[config.mk]
export PLATFORM = sky130hd
export DESIGN_NAME = des_round_engine
export DESIGN_NICKNAME = d
export VERILOG_FILES = /design/src/rtl/des_pkg.sv /design/src/rtl/des_feistel.sv /design/src/rtl/des_round_engine.sv
export SDC_FILE = /design/constraint.sdc
export NUM_CORES = 1
export LEC_CHECK = 0
export CAP_MARGIN = 20
export CORE_UTILIZATION = 26
export DETAILED_ROUTE_END_ITERATION = 8
export DONT_BUFFER_PORTS = 1
export PLACE_DENSITY = 0.5
export SYNTH_ARGS = -nofsm -noshare
export SYNTH_HDL_FRONTEND = slang
export SYNTH_SLANG_ARGS = --single-unit
[constraint.sdc]
create_clock -name clk -period 3.2 [get_ports clk]
set_input_delay 0 -clock clk [delete_from_list [all_inputs] [get_ports clk]]
set_output_delay 0 -clock clk [all_outputs]
set_load 0.01 [all_outputs]
[src/rtl/des_pkg.sv]
// Shared DES constants and types for the round engine: expansion, permutation and S-box tables.
// Table entries use 0-based DES bit numbering (bit 0 = MSB).
package des_pkg;

    typedef logic [0:31] half_t;
    typedef logic [0:47] subkey_t;

    typedef enum logic [1:0] {IDLE, ROUND, DONE} state_t;

    localparam logic [4:0] E_TAB [48] = '{
        31,  0,  1,  2,  3,  4,  3,  4,  5,  6,  7,  8,
         7,  8,  9, 10, 11, 12, 11, 12, 13, 14, 15, 16,
        15, 16, 17, 18, 19, 20, 19, 20, 21, 22, 23, 24,
        23, 24, 25, 26, 27, 28, 27, 28, 29, 30, 31,  0
    };

    localparam logic [4:0] P_TAB [32] = '{
        15,  6, 19, 20, 28, 11, 27, 16,  0, 14, 22, 25,  4, 17, 30,  9,
         1,  7, 23, 13, 31, 26,  2,  8, 18, 12, 29,  5, 21, 10,  3, 24
    };

    // Each box is flattened row-major: index = row*16 + column.
    localparam logic [3:0] SBOX [8][64] = '{
        '{14, 4,13, 1, 2,15,11, 8, 3,10, 6,12, 5, 9, 0, 7,
           0,15, 7, 4,14, 2,13, 1,10, 6,12,11, 9, 5, 3, 8,
           4, 1,14, 8,13, 6, 2,11,15,12, 9, 7, 3,10, 5, 0,
          15,12, 8, 2, 4, 9, 1, 7, 5,11, 3,14,10, 0, 6,13},
        '{15, 1, 8,14, 6,11, 3, 4, 9, 7, 2,13,12, 0, 5,10,
           3,13, 4, 7,15, 2, 8,14,12, 0, 1,10, 6, 9,11, 5,
           0,14, 7,11,10, 4,13, 1, 5, 8,12, 6, 9, 3, 2,15,
          13, 8,10, 1, 3,15, 4, 2,11, 6, 7,12, 0, 5,14, 9},
        '{10, 0, 9,14, 6, 3,15, 5, 1,13,12, 7,11, 4, 2, 8,
          13, 7, 0, 9, 3, 4, 6,10, 2, 8, 5,14,12,11,15, 1,
          13, 6, 4, 9, 8,15, 3, 0,11, 1, 2,12, 5,10,14, 7,
           1,10,13, 0, 6, 9, 8, 7, 4,15,14, 3,11, 5, 2,12},
        '{ 7,13,14, 3, 0, 6, 9,10, 1, 2, 8, 5,11,12, 4,15,
          13, 8,11, 5, 6,15, 0, 3, 4, 7, 2,12, 1,10,14, 9,
          10, 6, 9, 0,12,11, 7,13,15, 1, 3,14, 5, 2, 8, 4,
           3,15, 0, 6,10, 1,13, 8, 9, 4, 5,11,12, 7, 2,14},
        '{ 2,12, 4, 1, 7,10,11, 6, 8, 5, 3,15,13, 0,14, 9,
          14,11, 2,12, 4, 7,13, 1, 5, 0,15,10, 3, 9, 8, 6,
           4, 2, 1,11,10,13, 7, 8,15, 9,12, 5, 6, 3, 0,14,
          11, 8,12, 7, 1,14, 2,13, 6,15, 0, 9,10, 4, 5, 3},
        '{12, 1,10,15, 9, 2, 6, 8, 0,13, 3, 4,14, 7, 5,11,
          10,15, 4, 2, 7,12, 9, 5, 6, 1,13,14, 0,11, 3, 8,
           9,14,15, 5, 2, 8,12, 3, 7, 0, 4,10, 1,13,11, 6,
           4, 3, 2,12, 9, 5,15,10,11,14, 1, 7, 6, 0, 8,13},
        '{ 4,11, 2,14,15, 0, 8,13, 3,12, 9, 7, 5,10, 6, 1,
          13, 0,11, 7, 4, 9, 1,10,14, 3, 5,12, 2,15, 8, 6,
           1, 4,11,13,12, 3, 7,14,10,15, 6, 8, 0, 5, 9, 2,
           6,11,13, 8, 1, 4,10, 7, 9, 5, 0,15,14, 2, 3,12},
        '{13, 2, 8, 4, 6,15,11, 1,10, 9, 3,14, 5, 0,12, 7,
           1,15,13, 8,10, 3, 7, 4,12, 5, 6,11, 0,14, 9, 2,
           7,11, 4, 1, 9,12,14, 2, 0, 6,10,13,15, 3, 5, 8,
           2, 1,14, 7, 4,10, 8,13,15,12, 9, 0, 3, 5, 6,11}
    };

endpackage

[src/rtl/des_feistel.sv]
// DES round function f(R, K): expand, key mix, S-box substitution, P permutation.
// Purely combinational; the round engine reuses the single instance every round.
module des_feistel
    import des_pkg::*;
(
    input  half_t   i_r,
    input  subkey_t i_subkey,
    output half_t   o_f
);

    subkey_t w_x;
    half_t   w_s;

    generate
        for (genvar gi = 0; gi < 48; gi++) begin : g_expand
            assign w_x[gi] = i_r[E_TAB[gi]] ^ i_subkey[gi];
        end

        // Outer bits of each 6-bit group select the row, inner four the column.
        for (genvar gi = 0; gi < 8; gi++) begin : g_sbox
            logic [5:0] w_grp;
            assign w_grp           = w_x[gi*6 +: 6];
            assign w_s[gi*4 +: 4]  = SBOX[gi][{w_grp[5], w_grp[0], w_grp[4:1]}];
        end

        for (genvar gi = 0; gi < 32; gi++) begin : g_perm
            assign o_f[gi] = w_s[P_TAB[gi]];
        end
    endgenerate

endmodule

[src/rtl/des_round_engine.sv]
// Iterative DES Feistel core: one round per clock between the IP and FP stages,
// with valid/ready handshakes on both sides and subkeys fetched by round index.
module des_round_engine
    import des_pkg::*;
#(
    parameter int NUM_ROUNDS = 16
)
(
    input  logic        clk,
    input  logic        n_rst,
    input  logic        in_valid,
    output logic        in_ready,
    input  logic [0:63] in_block,
    input  logic        decrypt,
    output logic [3:0]  key_round,
    input  logic [0:47] subkey,
    output logic        out_valid,
    input  logic        out_ready,
    output logic [0:63] out_block
);

    localparam logic [3:0] LAST_RND = 4'(NUM_ROUNDS - 1);

    state_t      r_state;
    half_t       r_l;
    half_t       r_r;
    logic [3:0]  r_rnd;
    logic        r_dir;
    half_t       w_f;

    des_feistel u_feistel (
        .i_r      (r_r),
        .i_subkey (subkey),
        .o_f      (w_f)
    );

    assign in_ready  = (r_state == IDLE);
    assign out_valid = (r_state == DONE);
    assign out_block = (r_state == DONE) ? {r_r, r_l} : '0;
    // Decryption walks the same schedule backwards.
    assign key_round = (r_state != ROUND) ? 4'd0 :
                       (r_dir ? (4'd15 - r_rnd) : r_rnd);

    always_ff @(posedge clk or negedge n_rst) begin
        if (!n_rst) begin
            r_state <= IDLE;
            r_l     <= '0;
            r_r     <= '0;
            r_rnd   <= '0;
            r_dir   <= 1'b0;
        end else begin
            case (r_state)
                IDLE: begin
                    if (in_valid) begin
                        r_l     <= in_block[0:31];
                        r_r     <= in_block[32:63];
                        r_dir   <= decrypt;
                        r_rnd   <= '0;
                        r_state <= ROUND;
                    end
                end
                ROUND: begin
                    r_l   <= r_r;
                    r_r   <= r_l ^ w_f;
                    r_rnd <= r_rnd + 4'd1;
                    if (r_rnd == LAST_RND) begin
                        r_state <= DONE;
                    end
                end
                DONE: begin
                    if (out_ready) begin
                        r_state <= IDLE;
                    end
                end
                default: r_state <= IDLE;
            endcase
        end
    end

endmodule

==> reports/qor.yml <==
status: "finished, final reports clean"
dieArea_um2: 36000
area_growth_pct: 18.8
synth_cells: 1159
synth_mux_area_share_pct: 11.4
clk_pin_slew_ps: 70
cts_tree: "built"
grt_pass1_vias: 8301
total_power_w: 0.0143
seq_area_frac_synth_pct: 19.4
syn_area_um2: 9170
hold_viol_final: 0
core_um2: 34600
synth-compound-area-share_pct: 18.7
ys_ff_latch: 71
finalSetupViolCount: 0
fin_crit_ps: 2950
yosysTopAreaCell: "dfrtp_1"
worst-setup-path-type: "flop to flop"
cts_buffer_depth: 2
ys_top_cells_by_area: "dfrtp_1 19%, ha_1 8.6%, mux4_2 8.1%"
synthAdderAreaFrac_pct: 8.60
synth_xor_area_share_pct: 14.4
fin_worst_skew_ps: 13.1
worstSetupStartpointType: "flop"
track_usage_pct: 18.0
yosys.area_share.simple_pct: 21.7
synth_flop_cell: "dfrtp_1"
path_cells: "xnor2_2 -> inv_2 -> ha_1 -> mux4_2 -> nor2_1 -> a311oi_1 -> a31oi_1 -> xor2_1 -> a21oi_1"
drt-vias-per-instance: 5.22
grt_overflow: 0
grt_first_pass_wirelength_um: 50000
avgRoutedWirePerCell_um: 19.1
endpoint_kind: "flop"
required_ps: 3410
worst_path_max_delay_cell: "xnor2_2"
worst_hold_slack_ps: 84.5
max-cap-violations: 0
power_per_cell_area_nw_per_um2: 1310
path_buf_inv: 1
insertion_delay_ps: 360
avgSynthCellArea_um2: 7.91
ant_nets: 0
drc: 0
synthArstFlopShare_pct: 100
final_nets: 1398
grt_max_degree: 72
crit_arrival_ps: 3160
die_x_um: 190
rows: 68
num_vias: 8777
drt_first_pass_iters: 5
drt-total-wl_um: 32200
max_slew_margin_pct: 39.0
cts_buffers: 9
rsz0062_at_grt: "false"
synth_edf_count: 0
io_buffers: 0
drt_iter0_drc: 700
layout-drive-gt1-share_pct: 12.3
critical_path.max_stage_delay_ps: 550
max_clock_freq_mhz: 338
antenna_found_initial: 5
place.gp.congestion: 0.904
holdCritPathClass: "primary input to flop"
yosysTopAreaCellShare_pct: 19.4
tightestPinTransition_ps: 908
cts_root_buf: "clkbuf_16"
nFillCells: 3662
pin_count: 187
setup_tns_ps: 0
leakagePower_nw: 4.49
syn-num-nets: 1339
synth_warnings: 0
ys_types: 64
cp_top_family: "XOR/XNOR gates"
hpwlAfterDp_um: 24100
die_h_um: 190
synth_top_family_by_area: "simple AND/OR/NAND/NOR gates"
final-max-slew-violation-count: 0
post_cts_buffers: 0
h-tree-depth: 3
path_max_fanout: 13
finalCritPeriodShare_pct: 92.3
cts_sinks: 71
peakVddDrop_mv: 0.403
start_util_pct: 26.5
## layout make-up
class | count | area (um^2) | area share [%]
multi-input combinational | 967 | 6880 | 63.2
sequential | 71 | 1780 | 16.3
timing repair buffer | 129 | 1190 | 11.0
tap | 455 | 569 | 5.23
clock buffer | 14 | 264 | 2.42
inverter | 40 | 153 | 1.40
clock inverter | 2 | 38.8 | 0.356
antenna | 5 | 12.5 | 0.115
## cell usage after synthesis (all sizes together), types with 34 or more instances
cell and number:
nand2 174, inv 40, mux4 34, a31oi 45
nor2 108, clkbuf 59, o21ai 47, dfrtp 71
xor2 59, ha 63, xnor2 72, a21oi 77
and2 69
## per-layer routing
layer,vias to the layer above,routed length (um),global-route usage [%],part of all wire (%)
met4,0,919,5.80,2.9
met1,4244,14400,24.4,45
met3,42,1980,3.69,6.2
li1,4195,-,-,-
met2,296,14900,28.3,46
met5,-,0,0,0
## state kept, by name, summed over array words and instances (netlist names)
register / flops
r_l: 32
r_r: 32
r_rnd: 4
r_state: 2
r_dir: 1
## stage by stage
step,utilization (%),std cells,setup slack (ps),area [um^2]
5_1_grt,31.4,1680,18.1,10900
2_1_floorplan,-,1159,598,9170
6_report,31.4,1683,246,10900
4_1_cts,31.4,1678,167,10900
3_3_place_gp,28.5,1594,208,9880
3_5_place_dp,28.5,1594,203,9880
## cell usage in the layout (no fill, tap or decap), types with 3 or more instances in the layout
master,count
clkbuf_16,9
xnor2_1,61
mux2i_1,25
buf_4,58
o31ai_1,9
a311oi_1,6
o221ai_1,5
inv_1,29
and2_1,67
xnor2_2,11
nor3_1,26
xor2_2,10
a221oi_1,5
o22ai_1,12
o2111ai_1,5
clkbuf_1,3
diode_2,5
mux4_2,33
a31oi_1,45
inv_2,10
a21oi_1,77
nand2_1,173
nand2b_1,3
buf_12,3
nor2_1,108
a211oi_1,14
o21ai_1,18
o211ai_1,19
ha_1,63
and3_1,23
dlygate4sd3_1,67
nand3_1,29
dfrtp_1,71
xor2_1,48
a22oi_1,7
o21ai_0,29
## path summary, 6_finish.rpt
kind | from | depth (start not counted) | slack [ps] | to
min | in_valid | 3 | 80 | r_state[0]
max reg2reg | r_r[28] | 9 | 250 | r_r[1]
max | r_r[28] | 9 | 250 | r_r[1]
min in group asynchronous | n_rst | 2 | 210 | r_rnd[0]
max in group asynchronous | n_rst | 2 | 2660 | r_l[3]
min reg2reg | r_rnd[3] | 1 | 550 | r_rnd[3]
## logic make-up after synthesis
family	after synthesis
compound gates	271
xor+xnor	131
fa+ha+maj	63
buf+inv	121
flops	71
mux	61
simple gates	441
## tightest hold or removal path, stage by stage
cell and delay (ps):
nand2_2 40, buf_12 190, o21ai_0 120
## power breakdown
part | leakage [nW] | internal (W) | switching [W]
registers | 0.817 | 0.00141 | 0.000746
logic | 3.52 | 0.00486 | 0.00616
clock network | 0.147 | 0.000651 | 0.000458
total | 4.49 | 0.00692 | 0.00737
## timing repair
item                      4_1_cts  5_1_grt
hold endpoints to repair      137        0
resized for setup               0        0
hold buffers                   68        0
Power figures use the tool's default switching activity.
